--- config.mk ---
export PLATFORM = sky130hd
export DESIGN_NAME = seq_pattern_gen_1010_flat
export DESIGN_NICKNAME = d
export VERILOG_FILES = /design/src/rtl/seq_pattern_gen_1010_pkg.sv /design/src/rtl/seq_pattern_gen_1010_if.sv /design/src/rtl/seq_pattern_gen_1010.sv /design/src/flat_wrapper.sv
export SDC_FILE = /design/constraint.sdc
export NUM_CORES = 1
export LEC_CHECK = 0
export CAP_MARGIN = 20
export CORE_MARGIN = 2
export CORE_UTILIZATION = 50
export CTS_BUF_LIST = sky130_fd_sc_hd__clkbuf_2 sky130_fd_sc_hd__clkbuf_4 sky130_fd_sc_hd__clkbuf_8
export DETAILED_ROUTE_END_ITERATION = 12
export PLACE_DENSITY = 0.79
export SLEW_MARGIN = 20
export SYNTH_ARGS = -nofsm -noshare
export SYNTH_HDL_FRONTEND = slang
export SYNTH_SLANG_ARGS = --single-unit
--- constraint.sdc ---
create_clock -name clk -period 2.2 [get_ports clk]
set_input_delay 0.55 -clock clk [delete_from_list [all_inputs] [get_ports clk]]
set_output_delay 0.55 -clock clk [all_outputs]
set_load 0.02 [all_outputs]
--- src/rtl/seq_pattern_gen_1010_pkg.sv ---
// Shared types and helpers for the serial pattern generator.
package seq_pattern_gen_1010_pkg;

   typedef enum logic [1:0] {
      ST_IDLE  = 2'd0,
      ST_SHIFT = 2'd1,
      ST_GAP   = 2'd2,
      ST_FIN   = 2'd3
   } state_e;

   localparam logic [3:0] DEFAULT_PAT_C = 4'b1010;

   // Ceiling log2; clog2(1) = 0.
   function automatic int clog2(input int value);
      int r;
      int v;
      r = 0;
      v = value - 1;
      while (v > 0) begin
         r = r + 1;
         v = v >> 1;
      end
      return r;
   endfunction

endpackage

--- src/rtl/seq_pattern_gen_1010_if.sv ---
// Request/serial-stream bundle between a requester (master) and the generator (slave).
interface seq_pattern_gen_1010_if #(
   parameter int WIDTH = 4,
   parameter int RW    = 4
);
   import seq_pattern_gen_1010_pkg::*;

   logic             start;
   logic             use_default;
   logic [WIDTH-1:0] pattern;
   logic [RW-1:0]    repeat_cnt;
   logic             x;
   logic             x_valid;
   logic             ready;
   logic             busy;
   logic             done;

   modport master (
      output start, use_default, pattern, repeat_cnt,
      input  x, x_valid, ready, busy, done
   );

   modport slave (
      input  start, use_default, pattern, repeat_cnt,
      output x, x_valid, ready, busy, done
   );

endinterface

--- src/rtl/seq_pattern_gen_1010.sv ---
// Serial pattern transmitter: sends a latched WIDTH-bit pattern MSB-first,
// repeat_cnt+1 times with optional idle gaps, then pulses done.
module seq_pattern_gen_1010
   import seq_pattern_gen_1010_pkg::*;
#(
   parameter int               WIDTH       = 4,
   parameter int               RW          = 4,
   parameter int               GAP         = 0,
   parameter logic [WIDTH-1:0] DEFAULT_PAT = WIDTH'(DEFAULT_PAT_C)
) (
   input  logic                  clk,
   input  logic                  rst,
   seq_pattern_gen_1010_if.slave gen_if
);

   localparam int BW = clog2(WIDTH);

   state_e           state_q, state_d;
   logic [WIDTH-1:0] shreg_q, shreg_d;
   logic [WIDTH-1:0] pat_q, pat_d;
   logic [BW-1:0]    bit_q, bit_d;
   logic [RW-1:0]    copy_q, copy_d;
   logic             x_q, x_d;
   logic             x_valid_q, x_valid_d;
   logic             busy_q, busy_d;
   logic             ready_q, ready_d;
   logic             done_q, done_d;
   logic             gap_last;

   generate
      if (GAP > 0) begin : g_gap
         localparam int GW = clog2(GAP + 1);
         logic [GW-1:0] gap_q, gap_d;

         always_comb gap_d = (state_q == ST_GAP) ? gap_q + 1'b1 : '0;

         always_ff @(posedge clk) begin
            if (rst) gap_q <= '0;
            else     gap_q <= gap_d;
         end

         assign gap_last = (gap_q == GW'(GAP - 1));
      end else begin : g_nogap
         assign gap_last = 1'b1;
      end
   endgenerate

   always_comb begin
      state_d = state_q;
      shreg_d = shreg_q;
      pat_d   = pat_q;
      bit_d   = bit_q;
      copy_d  = copy_q;
      case (state_q)
         ST_IDLE, ST_FIN: begin
            if (gen_if.start) begin
               pat_d   = gen_if.use_default ? DEFAULT_PAT : gen_if.pattern;
               shreg_d = pat_d;
               copy_d  = gen_if.repeat_cnt;
               bit_d   = '0;
               state_d = ST_SHIFT;
            end else begin
               state_d = ST_IDLE;
            end
         end
         ST_SHIFT: begin
            if (bit_q == BW'(WIDTH - 1)) begin
               bit_d = '0;
               // copy_q counts copies still owed; only decremented while nonzero
               if (copy_q != '0) begin
                  copy_d = copy_q - 1'b1;
                  if (GAP > 0) state_d = ST_GAP;
                  else         shreg_d = pat_q;
               end else begin
                  state_d = ST_FIN;
               end
            end else begin
               bit_d   = bit_q + 1'b1;
               shreg_d = {shreg_q[WIDTH-2:0], 1'b0};
            end
         end
         ST_GAP: begin
            if (gap_last) begin
               state_d = ST_SHIFT;
               shreg_d = pat_q;
            end
         end
         default: state_d = ST_IDLE;
      endcase

      // Outputs are registered, so they are decoded from the next state.
      x_valid_d = (state_d == ST_SHIFT);
      x_d       = x_valid_d & shreg_d[WIDTH-1];
      busy_d    = (state_d == ST_SHIFT) || (state_d == ST_GAP);
      ready_d   = (state_d == ST_IDLE) || (state_d == ST_FIN);
      done_d    = (state_d == ST_FIN);
   end

   always_ff @(posedge clk) begin
      if (rst) begin
         state_q   <= ST_IDLE;
         bit_q     <= '0;
         copy_q    <= '0;
         x_q       <= 1'b0;
         x_valid_q <= 1'b0;
         busy_q    <= 1'b0;
         ready_q   <= 1'b1;
         done_q    <= 1'b0;
      end else begin
         state_q   <= state_d;
         bit_q     <= bit_d;
         copy_q    <= copy_d;
         x_q       <= x_d;
         x_valid_q <= x_valid_d;
         busy_q    <= busy_d;
         ready_q   <= ready_d;
         done_q    <= done_d;
      end
   end

   always_ff @(posedge clk) begin
      shreg_q <= shreg_d;
      pat_q   <= pat_d;
   end

   assign gen_if.x       = x_q;
   assign gen_if.x_valid = x_valid_q;
   assign gen_if.busy    = busy_q;
   assign gen_if.ready   = ready_q;
   assign gen_if.done    = done_q;

endmodule

--- src/flat_wrapper.sv ---
// flat-port wrapper written by rule: the top's interface ports become plain ports
module seq_pattern_gen_1010_flat import seq_pattern_gen_1010_pkg::*;
#(
   parameter int               WIDTH       = 4,
   parameter int               RW          = 4,
   parameter int               GAP         = 0,
   parameter logic [WIDTH-1:0] DEFAULT_PAT = WIDTH'(DEFAULT_PAT_C)
)
  (clk, rst, gen_if_start, gen_if_use_default, gen_if_pattern, gen_if_repeat_cnt, gen_if_x, gen_if_x_valid, gen_if_ready, gen_if_busy, gen_if_done);
  seq_pattern_gen_1010_if #(.WIDTH(WIDTH), .RW(RW)) gen_if_i ();
  input  logic clk;
  input  logic rst;
  input wire logic [$bits(gen_if_i.start)-1:0] gen_if_start;
  input wire logic [$bits(gen_if_i.use_default)-1:0] gen_if_use_default;
  input wire logic [$bits(gen_if_i.pattern)-1:0] gen_if_pattern;
  input wire logic [$bits(gen_if_i.repeat_cnt)-1:0] gen_if_repeat_cnt;
  output wire logic [$bits(gen_if_i.x)-1:0] gen_if_x;
  output wire logic [$bits(gen_if_i.x_valid)-1:0] gen_if_x_valid;
  output wire logic [$bits(gen_if_i.ready)-1:0] gen_if_ready;
  output wire logic [$bits(gen_if_i.busy)-1:0] gen_if_busy;
  output wire logic [$bits(gen_if_i.done)-1:0] gen_if_done;
  assign gen_if_i.start = gen_if_start;
  assign gen_if_i.use_default = gen_if_use_default;
  assign gen_if_i.pattern = gen_if_pattern;
  assign gen_if_i.repeat_cnt = gen_if_repeat_cnt;
  assign gen_if_x = gen_if_i.x;
  assign gen_if_x_valid = gen_if_i.x_valid;
  assign gen_if_ready = gen_if_i.ready;
  assign gen_if_busy = gen_if_i.busy;
  assign gen_if_done = gen_if_i.done;
  seq_pattern_gen_1010 #(.WIDTH(WIDTH), .RW(RW), .GAP(GAP), .DEFAULT_PAT(DEFAULT_PAT)) u_core (.clk(clk), .rst(rst), .gen_if(gen_if_i));
endmodule
==> qor.csv, run 1 <==
stage,metric,value,unit
timing,final.min_clock_period,1.986,ns
run_status,outcome,completed,
final_layout,layout.nets,136,
min_path,whs_endpoint,u_core.bit_q[0],
power,cellLeakagePower,0.0004770,uW
critical_path,timing.setup.critical_path_class,register to register,
synthesis,synthesis.instances,99,
final_layout,flip_flop_and_latch_area,490.5,um2
die,rows,16,
min_path,min_path_cells,2,
power,power_per_cell_area,654.6,nW/um2
synthesis,synth.distinct_cells,34,
critical_path,critical_path.reg2reg.endpoint,u_core.gen_if.ready,
placed_design,dp_cells,140,
global_route,grt-ovfl-total,0,
final_layout,antenna_cells,0,
timing,grt_setup_unrepaired,no,
critical_path,critical_path.startpoint_type,register,
route,via_count,761,
final_layout,post_route_cells_drive_above_1_share,8.547,%
final_layout,multiInputGateArea,435.4,um2
synthesis,syn_avg_cell_area,10.01,um2
die,chipWidth,48.52,um
critical_path,setup.reg_to_reg.worst_slack,0.21,ns
placed_design,routabilityCongestion,0.7727,
cts,tritoncts_num_sinks,21,
cts,cts_setup_buffers,0,
placed_design,dpl.hpwl,1.322,mm
critical_path,worst_setup_path_startpoint,u_core.copy_q[0],
cts,postCtsResizedCells,0,
route,detail-route-antenna-nets,0,
cts,cts_tree,yes,
synthesis,yosys-top-cells-area,"sky130_fd_sc_hd__dfxtp_1 (28%), sky130_fd_sc_hd__edfxtp_1 (21%), sky130_fd_sc_hd__ha_1 (7.6%), sky130_fd_sc_hd__inv_1 (4.5%), sky130_fd_sc_hd__nor2b_1 (3.8%)",
timing,final_max_slew_viol_count,0,
timing,tightest_slew,0.4767,ns
critical_path,worst_r2r_startpoint,u_core.copy_q[0],
cts,worstSkewPairLatency,0.31,ns
synthesis,syn-cell-area,991.0,um2
cts,cts_max_level,1,
cts,cts-hold-fix-buffers,0,
final_layout,synthToLayoutAreaGrowth,21.09,%
global_route,grt_antenna_before_repair,0,
cts,numCtsBuffers,3,
cts,cts_root_buf,sky130_fd_sc_hd__clkbuf_4,
die,core_area,1922,um2
timing,period_share,90.27,%
die,chipHeight,48.52,um
final_layout,fillCellCount,174,
power,irDropWorstVdd,304.5,uV
placed_design,detailed_place.area,1172,um2
route,initialDrtViolationCount,30,
die,initial_utilization,51.56,%
synthesis,yosysSeqAreaShare,49.49,%
route,routed_via_density,5.285,
route,detail_route.drc_violations,0,
final_layout,cell_count_final_fillers_out,144,
critical_path,crit_path_end_kind,register,
min_path,hp-class,register to register,
global_route,vias_in_the_first_global_route,730,
die,pin_count,17,
global_route,grt_use_total,18.07,%
route,totalWireLength,1.812,mm
timing,relSlewSlack,68.12,%
cts,clkTransAtPathRegs,0.11,ns
cts,maximum_number_of_buffers_from_clock_root_to_sink,2,
synthesis,synth.net_count,117,
synthesis,synth.yosys.warnings,0,
global_route,wire_length_of_the_first_global_routing_pass,3.318,mm
run,cap_viol_max_count,0,
timing,finalSetupViolCount,0,
critical_path,arrival,2.20,ns
global_route,largest_net_degree_at_the_start_of_global_routing,14,
critical_path,worst_ep_required_time,2.41,ns
route,first_pass_iters,4,
route,routed_wire_length_per_instance,12.58,um
timing,clock_skew,0.003992,ns
synthesis,post-synth-top-area-cell,sky130_fd_sc_hd__dfxtp_1,
die,die_area,2354,um2
timing,fmaxAchievable,503.6,MHz
timing,setup-tns-final,0,ns
critical_path,critical_path.max_fanout,4,
synthesis,synthDominantCellAreaShare,28.28,%
timing,hold_viol,0,
synthesis,synth_seq_cells,21,
critical_path,worst_r2r_path_depth,8,
placed_design,portBuffers,16,
min_path,worstHoldStart,u_core.bit_q[0],
final_layout,final_design_area_no_fill,1200,um2
[cell families after synthesis]
logic type | Yosys count | synth area share [%]
adders and majority gates | 6 | 7.576
muxes | 3 | 3.157
buffers and inverters | 15 | 6.564
and+or+nand+nor | 29 | 15.15
AOI/OAI and AO/OA | 24 | 17.17
DFF | 21 | 49.49
xor gates and xnor gates | 1 | 0.8840
[flip-flops by register name, indices dropped and copies added, names as in the netlist]
register               cells
u_core.copy_q              4
u_core.gen_if.busy         1
u_core.state_q             2
u_core.pat_q               4
u_core.gen_if.x_valid      1
u_core.shreg_q             4
u_core.gen_if.done         1
u_core.gen_if.x            1
u_core.gen_if.ready        1
u_core.bit_q               2
[power by group]
| group | total (uW) | switching, uW | internal [uW] |
|---|---|---|---|
| sequential | 443 | 13.7 | 429 |
| clock | 188 | 120 | 68.0 |
| combinational | 154 | 78.7 | 75.7 |
| total | 786 | 213 | 573 |
[cells in the final DEF, fill, tap and decap left out, types with 2 or more instances in the layout]
cell                              instances
sky130_fd_sc_hd__clkdlybuf4s50_1         16
sky130_fd_sc_hd__inv_1                   12
sky130_fd_sc_hd__edfxtp_1                 7
sky130_fd_sc_hd__a22oi_1                  2
sky130_fd_sc_hd__dfxtp_1                 14
sky130_fd_sc_hd__a211o_1                  2
sky130_fd_sc_hd__or2_2                    2
sky130_fd_sc_hd__ha_1                     6
sky130_fd_sc_hd__nand2_1                  6
sky130_fd_sc_hd__mux2i_1                  2
sky130_fd_sc_hd__nor2_1                   9
sky130_fd_sc_hd__clkbuf_4                 3
sky130_fd_sc_hd__a21oi_1                  5
sky130_fd_sc_hd__o21ai_0                  4
sky130_fd_sc_hd__o32ai_1                  2
sky130_fd_sc_hd__nor2b_1                  6
[worst max path at each step]
stage / to / cells after the start
final: u_core.gen_if.ready / 8
after floorplan: u_core.gen_if.x / 8
after global placement: u_core.copy_q[1] / 5
after global routing: u_core.copy_q[0] / 6
after CTS: u_core.gen_if.ready / 8
after detailed placement: u_core.copy_q[1] / 5
[worst max-delay path: stages, from the launching register on]
cell                      delay, ns
sky130_fd_sc_hd__dfxtp_1       0.34
sky130_fd_sc_hd__inv_1         0.07
sky130_fd_sc_hd__ha_1          0.19
sky130_fd_sc_hd__nor3b_2       0.32
sky130_fd_sc_hd__a21oi_1       0.11
sky130_fd_sc_hd__or3_1         0.35
sky130_fd_sc_hd__ha_1          0.31
sky130_fd_sc_hd__nor2_1        0.13
sky130_fd_sc_hd__inv_1         0.06
[area by class of cell]
| class | count | share of cell area [%] |
|---|---|---|
| Tap cell | 27 | 2.815 |
| Inverter | 12 | 3.754 |
| Clock buffer | 3 | 1.877 |
| Timing Repair Buffer | 17 | 13.97 |
| Clock inverter | 1 | 0.4171 |
| Sequential cell | 21 | 40.88 |
| Multi-Input combinational cell | 63 | 36.29 |
[cells in the mapped netlist]
master and number:
sky130_fd_sc_hd__o2bb2ai_1 1, sky130_fd_sc_hd__a21oi_2 1, sky130_fd_sc_hd__nand3b_1 1, sky130_fd_sc_hd__nor2b_1 6
sky130_fd_sc_hd__dfxtp_1 14, sky130_fd_sc_hd__buf_2 1, sky130_fd_sc_hd__nor3_1 1, sky130_fd_sc_hd__a21oi_1 5
sky130_fd_sc_hd__o21bai_1 1, sky130_fd_sc_hd__o22ai_1 1, sky130_fd_sc_hd__a31oi_1 1, sky130_fd_sc_hd__a32o_1 1
sky130_fd_sc_hd__xnor2_1 1, sky130_fd_sc_hd__ha_1 6, sky130_fd_sc_hd__a32oi_1 1, sky130_fd_sc_hd__o32ai_1 2
sky130_fd_sc_hd__a22oi_1 2, sky130_fd_sc_hd__a311o_1 1, sky130_fd_sc_hd__buf_1 1, sky130_fd_sc_hd__or3_1 1
sky130_fd_sc_hd__buf_6 1, sky130_fd_sc_hd__a221oi_1 1, sky130_fd_sc_hd__a211o_1 2, sky130_fd_sc_hd__nand2b_1 1
sky130_fd_sc_hd__inv_1 12, sky130_fd_sc_hd__nor2_1 9, sky130_fd_sc_hd__o21ai_0 4, sky130_fd_sc_hd__edfxtp_1 7
sky130_fd_sc_hd__or2_2 2, sky130_fd_sc_hd__and2_1 1, sky130_fd_sc_hd__mux2i_1 2, sky130_fd_sc_hd__mux2_2 1
sky130_fd_sc_hd__nand2_1 6, sky130_fd_sc_hd__nor3b_2 1
[layer usage]
metal	GRT usage, %	wire length (um)	up-vias
li1	-	-	380
met1	25.84	894	355
met2	25.69	809	22
met3	4.321	82	4
met4	8.571	26	0
met5	0	0	-
[through the flow]
stage | worst slack [ns] | util, % | total power (uW) | hold WS [ns]
2_1_floorplan | 0.4626 | - | 551.0 | 0.4440
3_3_place_gp | 0.1381 | 61.00 | 599.7 | 0.4628
3_5_place_dp | 0.1260 | 61.00 | 605.1 | 0.4717
4_1_cts | 0.2284 | 62.43 | 791.3 | 0.4879
5_1_grt | 0.1039 | 62.43 | 831.1 | 0.5029
6_report | 0.2142 | 62.43 | 785.5 | 0.4855
No activity file was read; power rests on OpenSTA's default activity.
==> run 2: changes to the inputs <==
CTS_CLUSTER_DIAMETER = 100   (was default)
==> results of run 2 <==
No change in the layout: final DEF, timing and power equal those of run 1.
